==> src/rtl/traffic_pkg.sv <==
// -----------------------------------------------------------------------------
// traffic_pkg
// Shared types and constants for the highway / farm-road traffic light
// controller.
//   state_t          : FSM state encoding (3-bit, 6 legal encodings)
//   Def*             : default phase durations in clock cycles
//   max_u()          : elaboration-time helper for sizing the phase timer
//   state_lamps()    : state -> lamp vector {hr,hy,hg,fr,fy,fg}
// -----------------------------------------------------------------------------
package traffic_pkg;

  typedef enum logic [2:0] {
    StHwyGreen  = 3'd0,
    StHwyYellow = 3'd1,
    StAllRedA   = 3'd2,
    StFarmGreen = 3'd3,
    StFarmYellow = 3'd4,
    StAllRedB   = 3'd5
  } state_t;

  localparam int unsigned DefHwyGreen   = 8;
  localparam int unsigned DefHwyYellow  = 3;
  localparam int unsigned DefFarmGreen  = 5;
  localparam int unsigned DefFarmYellow = 3;
  localparam int unsigned DefAllRed     = 1;

  // Lamp vectors, ordered {hr,hy,hg,fr,fy,fg}.
  localparam logic [5:0] LampHwyGreen   = 6'b001_100;
  localparam logic [5:0] LampHwyYellow  = 6'b010_100;
  localparam logic [5:0] LampAllRed     = 6'b100_100;
  localparam logic [5:0] LampFarmGreen  = 6'b100_001;
  localparam logic [5:0] LampFarmYellow = 6'b100_010;

  function automatic int unsigned max_u(input int unsigned a, input int unsigned b);
    return (a > b) ? a : b;
  endfunction

  function automatic logic [5:0] state_lamps(input state_t s);
    logic [5:0] lamps;
    case (s)
      StHwyGreen:   lamps = LampHwyGreen;
      StHwyYellow:  lamps = LampHwyYellow;
      StAllRedA:    lamps = LampAllRed;
      StFarmGreen:  lamps = LampFarmGreen;
      StFarmYellow: lamps = LampFarmYellow;
      StAllRedB:    lamps = LampAllRed;
      // Illegal encodings show all-red for the single cycle before recovery.
      default:      lamps = LampAllRed;
    endcase
    return lamps;
  endfunction

endpackage

==> src/rtl/phase_timer.sv <==
// -----------------------------------------------------------------------------
// phase_timer
// Free-running phase counter. Counts up from 0 each clock; done flags the last
// cycle of the current phase (count == load-1). The owner clears it on phase
// change.
// Ports:
//   clk    in   rising-edge clock
//   reset  in   synchronous active-high reset, count <= 0
//   clear  in   synchronous clear, count <= 0
//   load   in   current phase duration in cycles (>=1), WIDTH+1 bits
//   done   out  count == load-1
// -----------------------------------------------------------------------------
module phase_timer #(
  parameter int unsigned WIDTH = 3
) (
  input  logic           clk,
  input  logic           reset,
  input  logic           clear,
  input  logic [WIDTH:0] load,
  output logic           done
);

  logic [WIDTH-1:0] r_count;
  logic [WIDTH:0]   w_last;

  always_ff @(posedge clk) begin
    if (reset || clear) begin
      r_count <= '0;
    end else begin
      r_count <= r_count + 1'b1;
    end
  end

  assign w_last = load - (WIDTH + 1)'(1);
  assign done   = ({1'b0, r_count} == w_last);

endmodule

==> src/rtl/traffic_light_controller.sv <==
// -----------------------------------------------------------------------------
// traffic_light_controller
// Fixed-time two-road sequencer:
//   HWY_GREEN -> HWY_YELLOW -> ALL_RED_A -> FARM_GREEN -> FARM_YELLOW
//   -> ALL_RED_B -> HWY_GREEN
// Each state lasts its *_CYCLES parameter. Moore outputs decoded from the
// registered state only.
// Ports:
//   clk             in   rising-edge clock
//   reset           in   synchronous active-high reset -> HWY_GREEN, timer 0
//   highway_red     out  highway red lamp
//   highway_yellow  out  highway yellow lamp
//   highway_green   out  highway green lamp
//   farm_red        out  farm-road red lamp
//   farm_yellow     out  farm-road yellow lamp
//   farm_green      out  farm-road green lamp
// -----------------------------------------------------------------------------
module traffic_light_controller
  import traffic_pkg::*;
#(
  parameter int unsigned HWY_GREEN_CYCLES   = DefHwyGreen,
  parameter int unsigned HWY_YELLOW_CYCLES  = DefHwyYellow,
  parameter int unsigned FARM_GREEN_CYCLES  = DefFarmGreen,
  parameter int unsigned FARM_YELLOW_CYCLES = DefFarmYellow,
  parameter int unsigned ALL_RED_CYCLES     = DefAllRed
) (
  input  logic clk,
  input  logic reset,
  output logic highway_red,
  output logic highway_yellow,
  output logic highway_green,
  output logic farm_red,
  output logic farm_yellow,
  output logic farm_green
);

  localparam int unsigned MaxDur = max_u(max_u(max_u(HWY_GREEN_CYCLES, HWY_YELLOW_CYCLES),
                                               max_u(FARM_GREEN_CYCLES, FARM_YELLOW_CYCLES)),
                                         ALL_RED_CYCLES);
  localparam int unsigned TimerW = (MaxDur > 1) ? $clog2(MaxDur) : 1;
  // One extra bit so the duration itself (not just duration-1) is representable.
  localparam int unsigned LoadW  = TimerW + 1;

  state_t           r_state;
  state_t           w_state_next;
  logic             w_done;
  logic             w_illegal;
  logic             w_clear;
  logic [LoadW-1:0] w_load;
  logic [5:0]       w_lamps;

  // State register.
  always_ff @(posedge clk) begin
    if (reset) begin
      r_state <= StHwyGreen;
    end else begin
      r_state <= w_state_next;
    end
  end

  // Next-state logic.
  always_comb begin
    w_state_next = r_state;
    w_illegal    = 1'b0;
    case (r_state)
      StHwyGreen:   if (w_done) w_state_next = StHwyYellow;
      StHwyYellow:  if (w_done) w_state_next = StAllRedA;
      StAllRedA:    if (w_done) w_state_next = StFarmGreen;
      StFarmGreen:  if (w_done) w_state_next = StFarmYellow;
      StFarmYellow: if (w_done) w_state_next = StAllRedB;
      StAllRedB:    if (w_done) w_state_next = StHwyGreen;
      default: begin
        w_state_next = StHwyGreen;
        w_illegal    = 1'b1;
      end
    endcase
  end

  // Duration of the current phase.
  always_comb begin
    case (r_state)
      StHwyGreen:   w_load = LoadW'(HWY_GREEN_CYCLES);
      StHwyYellow:  w_load = LoadW'(HWY_YELLOW_CYCLES);
      StAllRedA:    w_load = LoadW'(ALL_RED_CYCLES);
      StFarmGreen:  w_load = LoadW'(FARM_GREEN_CYCLES);
      StFarmYellow: w_load = LoadW'(FARM_YELLOW_CYCLES);
      StAllRedB:    w_load = LoadW'(ALL_RED_CYCLES);
      default:      w_load = LoadW'(HWY_GREEN_CYCLES);
    endcase
  end

  // Timer restarts whenever the state changes, including illegal-state recovery.
  assign w_clear = w_done | w_illegal;

  phase_timer #(
    .WIDTH (TimerW)
  ) u_phase_timer (
    .clk   (clk),
    .reset (reset),
    .clear (w_clear),
    .load  (w_load),
    .done  (w_done)
  );

  // Output decode.
  always_comb begin
    w_lamps        = state_lamps(r_state);
    highway_red    = w_lamps[5];
    highway_yellow = w_lamps[4];
    highway_green  = w_lamps[3];
    farm_red       = w_lamps[2];
    farm_yellow    = w_lamps[1];
    farm_green     = w_lamps[0];
  end

endmodule

==> config.mk <==
export PLATFORM = sky130hd
export DESIGN_NAME = traffic_light_controller
export DESIGN_NICKNAME = d
export VERILOG_FILES = /design/src/rtl/traffic_pkg.sv /design/src/rtl/phase_timer.sv /design/src/rtl/traffic_light_controller.sv
export SDC_FILE = /design/constraint.sdc
export NUM_CORES = 1
export LEC_CHECK = 0
export CAP_MARGIN = 30
export CORE_AREA = 3 3 40 42
export DETAILED_ROUTE_END_ITERATION = 16
export DIE_AREA = 0 0 43 45
export GPL_TIMING_DRIVEN = 0
export PLACE_DENSITY_LB_ADDON = 0.15
export SLEW_MARGIN = 20
export SYNTH_ARGS = -nofsm -noshare
export SYNTH_HDL_FRONTEND = slang
export SYNTH_SLANG_ARGS = --single-unit
==> constraint.sdc <==
create_clock -name clk -period 1.91 [get_ports clk]
set_clock_uncertainty 0.1 [all_clocks]
set_input_delay 0.382 -clock clk [delete_from_list [all_inputs] [get_ports clk]]
set_output_delay 0.382 -clock clk [all_outputs]
set_load 0.02 [all_outputs]
# Yosys cells after proc, flatten, opt, wreduce, memory -nomap -nowiden
# Index checks and enable logic that the tools add are counted.
# word_totals
reg_bits,6
inputBits,2
output_inout_bits,6
wordCells,33
# op_classes
add_sub_neg,2
eq_ne,12
muxes,10
bitwise,1
reduce_logical,6
# op_table
cell,count
6-bit one-hot mux with 4 select lines,1
3-bit 2-to-1 mux,6
3-bit one-hot mux with 6 select lines,1
2-bit != test (second input constant),6
4-bit one-hot mux with 3 select lines,1
3-bit by 2-bit == test with 1-bit output (second input constant),2
3-bit == test (second input constant),2
6-bit AND reduction,1
6-bit OR reduction,1
3-bit by 4-bit == test with 1-bit output,1
2-bit OR reduction,2
4-bit by 1-bit subtractor with 4-bit output (second input constant),1
3-bit by 1-bit adder with 3-bit output (second input constant),1
3-bit by 1-bit == test with 1-bit output (second input constant),1
3-bit zero test,1
1-bit logical OR,1
1-bit 2-to-1 mux,1
1-bit bitwise OR,1

# Depth between registers and ports, before layout
# Gate-level depths: netlist (run 1).
# logic_depth
depth_word,7
ltp_mapped,6
ltp_nobuf,5

# By module
# Synthesis (run 1) repeated with hierarchy kept, for this count alone.
# unflattened
cells_unflattened,46
area_unflattened_um2,425.4
# modules_own_cells
module,n_inst,cells_per_inst,area_each_um2,seq_area_each_um2
traffic_light_controller,1,28,245.2,60.1
phase_timer,1,18,180.2,60.1

# Least setup slack after synthesis (run 1)
# Ideal clock, no wire load.
# synth_path
kind,flip-flop to output port
start,register r_state[2]
end,output port farm_red
t_arrival_ps,1197
t_required_ps,1428
slack_ps,231
path_stages_with_launch,5
path_buffers,1
cell_sequence,dfxtp_1 -> buf_4 -> and2b_2 -> and2_1 -> nor2_1
# synth_between
elab_chain_cells,2
word_cells_on_any_way,5
cone_classes,eq/ne: 3; mux: 1; reduce/logical: 1
# synth_lines
element,line,rtl
"start, declared",traffic_light_controller.sv:44,state_t r_state;
"start signal, assigned",traffic_light_controller.sv:55,r_state <= StHwyGreen;
"start signal, assigned",traffic_light_controller.sv:57,r_state <= w_state_next;
3-bit == test (tied with other cells),traffic_pkg.sv:40,case (s)
6-bit one-hot mux with 4 select lines (*),traffic_pkg.sv:40,
"end, declared",traffic_light_controller.sv:32,"output logic farm_red,"
# Mark *: on every way between the ends. The rest lies on a longest branch, timed or not.

# Worst setup path in the final report (run 1)
# layout_path
start,register r_state[2]
end,output port highway_red
# layout_between
elab_chain_cells,2
word_cells_on_any_way,5
cone_classes,eq/ne: 3; mux: 1; reduce/logical: 1
# layout_lines
element,line,rtl
3-bit == test (tied with other cells),traffic_pkg.sv:40,
6-bit one-hot mux with 4 select lines (*),traffic_pkg.sv:40,
"end, declared",traffic_light_controller.sv:29,"output logic highway_red,"
# Marks and branches as above.

==> reports/metrics.yaml, run 1 <==
pwr:
  power.density_nw_per_um2: 541
  p_sw_frac: 0.256
  ir_drop_uv: 312
  p_switching_mw: 0.0775
  seqPwrFrac: 0.460
  intPower_mw: 0.226
  clkPwrFrac: 0.387
  p_leak_nw: 0.243
  p_comb_frac: 0.153
routing:
  dr.pass1.iters: 2
  num_vias: 409
  wirelength_um: 877
  ant_nets: 0
  wl_per_cell_um: 11.0
  drt-vias-per-instance: 5.11
  drt_first_iter_violations: 5
  route.detailed.drc: 0
timing:
  slew_violations: 0
  setup_tns_ns: 0
  post-route-min-period_ns: 1.82
  fin_crit_sh: 0.953
  setup_viol_count_final: 0
  rsz0062_at_grt: "no"
  worstMarginPinSlew_ns: 0.329
  relSlewSlack: 0.775
  finalHoldViolCount: 0
  max_freq_mhz: 549
worst_setup_path:
  cp_data_arrival_time_ns: 1.34
  cp-start-kind: "flop"
  crit_fanout: 10
  crit_type: "reg -> out"
  crit_path_end_kind: "primary output"
  required_ns: 1.43
global_routing:
  grt_usage: 0.116
  grt_max_degree: 11
  grt_pass1_vias: 377
  grt_pass1_wl_um: 1640
  globalRouteOverflowTotal: 0
  antenna_found_initial: 0
logic_synthesis:
  netlist_area_um2: 464
  syn_inst: 55
  ys_types: 31
  synth-edff-count: 0
  syn_nets: 58
  yosysWarnings: 0
  ys.flop_type: "dfxtp_1"
  postSynthAreaPerCell_um2: 8.44
  synthArstFlopShare: 0
  synth-seq-cells: 6
  synth_seq_area_share: 0.259
clocking:
  numCtsBuffers: 3
  cts_num_sinks: 6
  clk_pin_slew_ns: 0.05
  cts.htree.levels: 1
  post_cts_buffers: 0
  root_buffer: "clkbuf_4"
  clockBufferDepth: 2
  clk_latency_ns: 0.24
  cts_tree: "built"
placement:
  placed_cell_area_um2: 553
  place_hpwl_um: 623
  io_buffers: 7
  dp_cells: 77
  routabilityCongestion: 0.704
final_layout:
  area_delta_synth_final_pct: 20.8
  fin_nets: 70
  drive_gt1_frac: 0.323
  final_cells: 80
  fin_area_um2: 561
  antenna_cells: 0
hold_path:
  hold_path.class: "reg -> reg"
die:
  die_x_um: 43
  start_util: 0.361
  rows: 13
  ioPinCount: 8
  core_um2: 1280
  fp.dieH_um: 45
  die-area_um2: 1940
flow_run:
  drv_cap: 0
outcome:
  status: "completed"
[cell families (layout without fill, tap and decap cells)]
logic type,count (synthesis),in the layout,share of synthesized area
mux,1,1,0.0216
fa+ha+maj,1,1,0.0269
compound gates,10,10,0.173
buf+inv,8,18,0.151
flops,6,6,0.259
xor+xnor,1,1,0.0189
simple gates,28,28,0.350
[through the flow]
step	total power [mW]	utilization	setup slack (ns)	hold slack, ns
after floorplan	0.178	-	0.231	0.351
after global placement	0.189	0.430	-0.113	0.484
after detailed placement	0.189	0.430	-0.115	0.487
after CTS	0.308	0.444	0.0118	0.491
after global routing	0.324	0.436	0.0273	0.514
final	0.303	0.436	0.0890	0.481
[worst max-delay path, cell delays in order, from the launching register on]
cell,delay (ns)
dfxtp_2,0.34
buf_6,0.14
or2_2,0.29
dlygate4sd2_1,0.33
[cell usage in the layout, fill, tap and decap left out, types with 2 or more instances in the layout]
cell | synthesis | final
a21oi_1 | 2 | 2
nor3_1 | 3 | 3
dlygate4sd2_1 | 0 | 2
dfxtp_1 | 6 | 5
buf_2 | 0 | 2
nor2_1 | 5 | 5
buf_6 | 2 | 3
nor3_2 | 3 | 3
inv_1 | 3 | 3
nor4b_1 | 2 | 2
clkbuf_4 | 0 | 3
nand2_1 | 7 | 7
[power by group through the flow]
stage | Sequential (mW) | Clock (mW) | Combinational (mW)
CTS | 0.139 | 0.121 | 0.0480
global route | 0.140 | 0.130 | 0.0542
global placement | 0.142 | 0 | 0.0467
finish | 0.139 | 0.117 | 0.0465
floorplan | 0.140 | 0 | 0.0379
detailed placement | 0.142 | 0 | 0.0471
[cell type report]
class | instances | area, um2
clock buffers | 3 | 22.5
well taps | 15 | 18.8
inverters | 3 | 11.3
plain buffers | 5 | 62.6
fillers | 146 | 724
repair buffers | 7 | 50.0
flip-flops and latches | 6 | 121
multi-input cells | 41 | 274
[synthesized netlist by cell type (2+ instances only)]
master	n	share of area
nand2_1	7	0.057
nor3_2	3	0.065
a21oi_1	2	0.022
dfxtp_1	6	0.26
buf_6	2	0.049
nor2_1	5	0.040
nor3_1	3	0.032
nor4b_1	2	0.038
inv_1	3	0.024
[routing by layer]
layer | up-vias | global-route usage | routed length, um
li1 | 215 | - | -
met1 | 184 | 0.145 | 432
met2 | 8 | 0.174 | 386
met3 | 2 | 0.0239 | 47
met4 | 0 | 0.0904 | 9
met5 | - | 0 | 0
[path summary, 6_finish.rpt]
kind / end / cells after the start / startpoint / slack (ns)
max: highway_red / 3 / r_state[2] / 0.09
min: r_state[1] / 2 / u_phase_timer.r_count[2] / 0.48
max reg2reg: r_state[0] / 6 / r_state[1] / 0.26
min reg2reg: r_state[1] / 2 / u_phase_timer.r_count[2] / 0.48
[flip-flops by register name, indices dropped and copies added (netlist names)]
| name | cells |
|---|---|
| r_state | 3 |
| u_phase_timer.r_count | 3 |
[repair_timing]
item	4_1_cts	5_1_grt
hold buffers	0	0
endpoints found under the setup margin	6	5
resized for setup	14	6
Note: power is estimated with default switching activity, not from simulation.
==> run 2, diff against run 1 <==
CELL_PAD_IN_SITES_DETAIL_PLACEMENT = 1   (was default)
CELL_PAD_IN_SITES_GLOBAL_PLACEMENT = 2   (was default)
CORE_AREA = default   (was 3 3 40 42)
CORE_ASPECT_RATIO = 1.2   (was default)
CORE_MARGIN = 3   (was default)
CORE_UTILIZATION = 28   (was default)
DIE_AREA = default   (was 0 0 43 45)
==> reports/metrics.yaml, run 2 (synthesis results as in run 1) <==
final_layout:
  fin_area_um2: 569
  drive_gt1_frac: 0.323
  final_common_cell: "nand2_1"
  fillerInstances: 198
  area_delta_synth_final_pct: 22.6
  antenna_cells: 0
  layout_common_cells: "nand2_1 (7), nor2_1 (5), dfxtp_1 (5)"
  fin_nets: 70
  largestRegisters: "r_state x3, u_phase_timer.r_count x3"
  final_cells: 82
  utilization: 0.379
timing:
  setup_viol_count_final: 0
  max_freq_mhz: 550
  relSlewSlack: 0.772
  post-route-min-period_ns: 1.82
  finalHoldViolCount: 0
  worstMarginPinSlew_ns: 0.333
  setup_tns_ns: 0
  setup_ws_ns: 0.0935
  rsz0062_at_grt: "no"
  hold_ws_ns: 0.485
  fin_crit_sh: 0.951
  slew_violations: 0
die:
  die-area_um2: 2180
  core_um2: 1500
  die_x_um: 43.2
  rows: 15
  fp.dieH_um: 50.6
  ioPinCount: 8
  start_util: 0.309
worst_setup_path:
  required_ns: 1.43
  reg2reg_depth: 6
  crit_path_max_incr_delay_ns: 0.34
  r2r_slack_ns: 0.26
  cp_data_arrival_time_ns: 1.33
  reg2reg_to: "r_state[0]"
  cp-startpoint: "r_state[2]"
  crit_path_end_kind: "primary output"
  rr_startpoint: "r_state[1]"
  crit_slowest_cell: "dfxtp_2"
  worstSetupEndpoint: "highway_red"
  crit_fanout: 10
  crit_type: "reg -> out"
  cp-start-kind: "flop"
  cp_cell_sequence: "buf_6 > or2_2 > dlygate4sd2_1"
routing:
  route.detailed.drc: 0
  wirelength_um: 982
  drt_first_iter_violations: 1
  wl_per_cell_um: 12.0
  ant_nets: 0
  drt-vias-per-instance: 5.13
  num_vias: 421
  dr.pass1.iters: 2
pwr:
  clkPwrFrac: 0.379
  p_leak_nw: 0.242
  p_total_mw: 0.301
  p_comb_frac: 0.155
  ir_drop_uv: 286
  p_sw_frac: 0.251
  p_switching_mw: 0.0757
  power.density_nw_per_um2: 529
  seqPwrFrac: 0.467
  intPower_mw: 0.225
global_routing:
  grt_usage: 0.107
  grt_max_degree: 11
  grt_pass1_vias: 432
  globalRouteOverflowTotal: 0
  grt_pass1_wl_um: 1850
  antenna_found_initial: 0
clocking:
  post_cts_buffers: 0
  cts.htree.levels: 1
  cts_num_sinks: 6
  numCtsBuffers: 3
  clk_pin_slew_ns: 0.05
  clockBufferDepth: 2
  root_buffer: "clkbuf_4"
  holdBufCountCts: 0
  cts_tree: "built"
  clk_latency_ns: 0.24
placement:
  place_hpwl_um: 748
  pre_cts_slack_ns: -0.154
  placed_cell_area_um2: 556
  routabilityCongestion: 0.633
  dp_cells: 79
  io_buffers: 7
outcome:
  status: "completed"
flow_run:
  drv_cap: 0
hold_path:
  hold_path.class: "reg -> reg"
-- run 2: cell types whose count changed in the layout (fill, tap and decap cells not counted) --
cell / change
clkdlybuf4s15_2: +1
clkbuf_2: -1
-- run 2: worst max-delay path, delay by kind of cell, from the launching register on --
kind	cells	cell delay, ns
buffers and inverters	2	0.47
and+or+nand+nor	1	0.29
DFF	1	0.34
-- run 2: final cells by class --
type	count	area, um2	area share
clock buffer	3	22.5	0.0396
timing repair buffer	7	56.3	0.0989
inverter	3	11.3	0.0198
sequential	6	121	0.213
tap	17	21.3	0.0374
buffer	5	62.6	0.110
multi-input combinational	41	274	0.481
-- run 2: power groups by stage --
stage	logic [mW]	registers (mW)	clock network, mW
4_1_cts	0.0477	0.141	0.120
2_1_floorplan	0.0379	0.140	0
3_5_place_dp	0.0479	0.143	0
6_report	0.0465	0.140	0.114
5_1_grt	0.0535	0.141	0.127
3_3_place_gp	0.0475	0.143	0
-- run 2: per-layer routing --
metal | GRT usage | vias up | wire [um]
met5 | 0 | - | 0
met3 | 0.0143 | 0 | 37
met1 | 0.140 | 197 | 452
met2 | 0.172 | 6 | 492
met4 | 0.0452 | 0 | 0
li1 | - | 218 | -
-- run 2: how the worst min path moves through the flow --
stage,start,cells past startpoint,to,slack [ns]
6_report,u_phase_timer.r_count[2],2,r_state[1],0.49
3_3_place_gp,u_phase_timer.r_count[2],2,r_state[1],0.49
2_1_floorplan,reset,1,r_state[2],0.35
4_1_cts,u_phase_timer.r_count[2],2,r_state[1],0.50
5_1_grt,u_phase_timer.r_count[0],2,u_phase_timer.r_count[0],0.52
3_5_place_dp,u_phase_timer.r_count[0],2,u_phase_timer.r_count[0],0.50
-- run 2: repair_timing --
item	in CTS	in global routing
gates resized for setup	16	4
endpoints found under the setup margin	6	4
pin swaps	0	1
==> run 3, diff against run 2 <==
clock period = 1.83 ns   (was 1.91 ns; I/O delays follow)
==> reports/metrics.yaml, run 3 (synthesis results as in run 1) <==
final_layout:
  utilization: 0.391
  fin_area_um2: 587
  regArea_um2: 124
  fillerInstances: 197
  drive_gt1_frac: 0.379
  layout_common_cells: "nand2_1 (7), dfxtp_1 (5), buf_6 (4), nor2_1 (4)"
  multiInputGateArea_um2: 284
  largestRegisters: "r_state x3, u_phase_timer.r_count x3"
  final_common_cell: "nand2_1"
  fin_nets: 71
  antenna_cells: 0
  area_delta_synth_final_pct: 26.4
placement:
  pre_cts_slack_ns: -0.218
  placed_cell_area_um2: 556
  routabilityCongestion: 0.633
  io_buffers: 7
  place_hpwl_um: 748
die:
  die-area_um2: 2180
  core_um2: 1500
  die_x_um: 43.2
  fp.dieH_um: 50.6
  rows: 15
  ioPinCount: 8
  start_util: 0.309
timing:
  setup_ws_ns: 0.0484
  setup_viol_count_final: 0
  post-route-min-period_ns: 1.78
  slew_violations: 0
  setup_tns_ns: 0
  relSlewSlack: 0.772
  max_freq_mhz: 561
  finalHoldViolCount: 0
  fin_crit_sh: 0.974
  rsz0062_at_grt: "no"
  worstMarginPinSlew_ns: 0.333
pwr:
  p_comb_frac: 0.157
  p_sw_frac: 0.253
  p_switching_mw: 0.0790
  power.density_nw_per_um2: 533
  seqPwrFrac: 0.464
  p_leak_nw: 0.249
  intPower_mw: 0.234
  ir_drop_uv: 294
  clkPwrFrac: 0.379
  p_total_mw: 0.313
routing:
  ant_nets: 0
  wirelength_um: 1020
  route.detailed.drc: 0
  drt_first_iter_violations: 1
  num_vias: 426
  wl_per_cell_um: 12.3
  dr.pass1.iters: 2
  drt-vias-per-instance: 5.13
worst_setup_path:
  cp-startpoint: "r_state[2]"
  r2r_slack_ns: 0.14
  rr_startpoint: "r_state[1]"
  cp-start-kind: "flop"
  crit_path_end_kind: "primary output"
  cp_data_arrival_time_ns: 1.32
  required_ns: 1.36
  worstSetupEndpoint: "highway_red"
  reg2reg_to: "r_state[0]"
  crit_type: "reg -> out"
  crit_fanout: 10
  reg2reg_depth: 7
clocking:
  clk_pin_slew_ns: 0.05
  clockBufferDepth: 2
  clk_latency_ns: 0.24
  cts_tree: "built"
  numCtsBuffers: 3
  cts.htree.levels: 1
  root_buffer: "clkbuf_4"
  holdBufCountCts: 0
  cts_num_sinks: 6
global_routing:
  grt_pass1_wl_um: 1840
  grt_max_degree: 11
  antenna_found_initial: 0
  globalRouteOverflowTotal: 0
  grt_usage: 0.106
  grt_pass1_vias: 429
outcome:
  status: "completed"
hold_path:
  hold_path.class: "reg -> reg"
flow_run:
  drv_cap: 0
[run 3: worst min path at each step]
stage | cells past startpoint | to | startpoint | slack (ns)
2_1_floorplan | 1 | r_state[2] | reset | 0.34
3_3_place_gp | 2 | r_state[1] | u_phase_timer.r_count[2] | 0.49
3_5_place_dp | 2 | u_phase_timer.r_count[0] | u_phase_timer.r_count[0] | 0.50
4_1_cts | 3 | r_state[2] | r_state[2] | 0.48
5_1_grt | 2 | u_phase_timer.r_count[0] | u_phase_timer.r_count[0] | 0.52
6_report | 3 | r_state[2] | r_state[2] | 0.48
[run 3: layout make-up]
cell class / count / area share
clock buffer: 3 / 0.0384
timing repair buffer: 8 / 0.104
inverter: 3 / 0.0192
sequential: 6 / 0.211
multi-input combinational: 41 / 0.484
tap: 17 / 0.0362
buffer: 5 / 0.107
[run 3: power by group through the flow]
| stage | registers, mW | logic, mW | clock network, mW |
|---|---|---|---|
| after floorplan | 0.146 | 0.0396 | 0 |
| after global placement | 0.149 | 0.0496 | 0 |
| after detailed placement | 0.149 | 0.0500 | 0 |
| after CTS | 0.147 | 0.0496 | 0.126 |
| after global routing | 0.146 | 0.0561 | 0.132 |
| final | 0.145 | 0.0492 | 0.119 |
[run 3: what timing repair did]
action | in CTS | in global routing
pin swaps | 0 | 1
gates resized for setup | 21 | 9
buffers inserted | 0 | 1
endpoints found under the setup margin | 6 | 4
[run 3: metal layers]
layer / routed length, um / track usage / vias to the layer above
li1: - / - / 220
met1: 489 / 0.140 / 200
met2: 493 / 0.172 / 6
met3: 40 / 0.0108 / 0
met4: 0 / 0.0452 / 0
met5: 0 / 0 / -
[run 3: metrics by stage]
stage	hold WS, ns	instances
6_report	0.482	83
5_1_grt	0.520	83
4_1_cts	0.482	82
3_5_place_dp	0.495	79
3_3_place_gp	0.494	79
2_1_floorplan	0.335	55
[run 3: worst max-delay path, stage by stage, from the launching register on]
cell and delay (ns):
dfxtp_4 0.35, buf_6 0.13, or2_2 0.29, clkdlybuf4s15_1 0.29
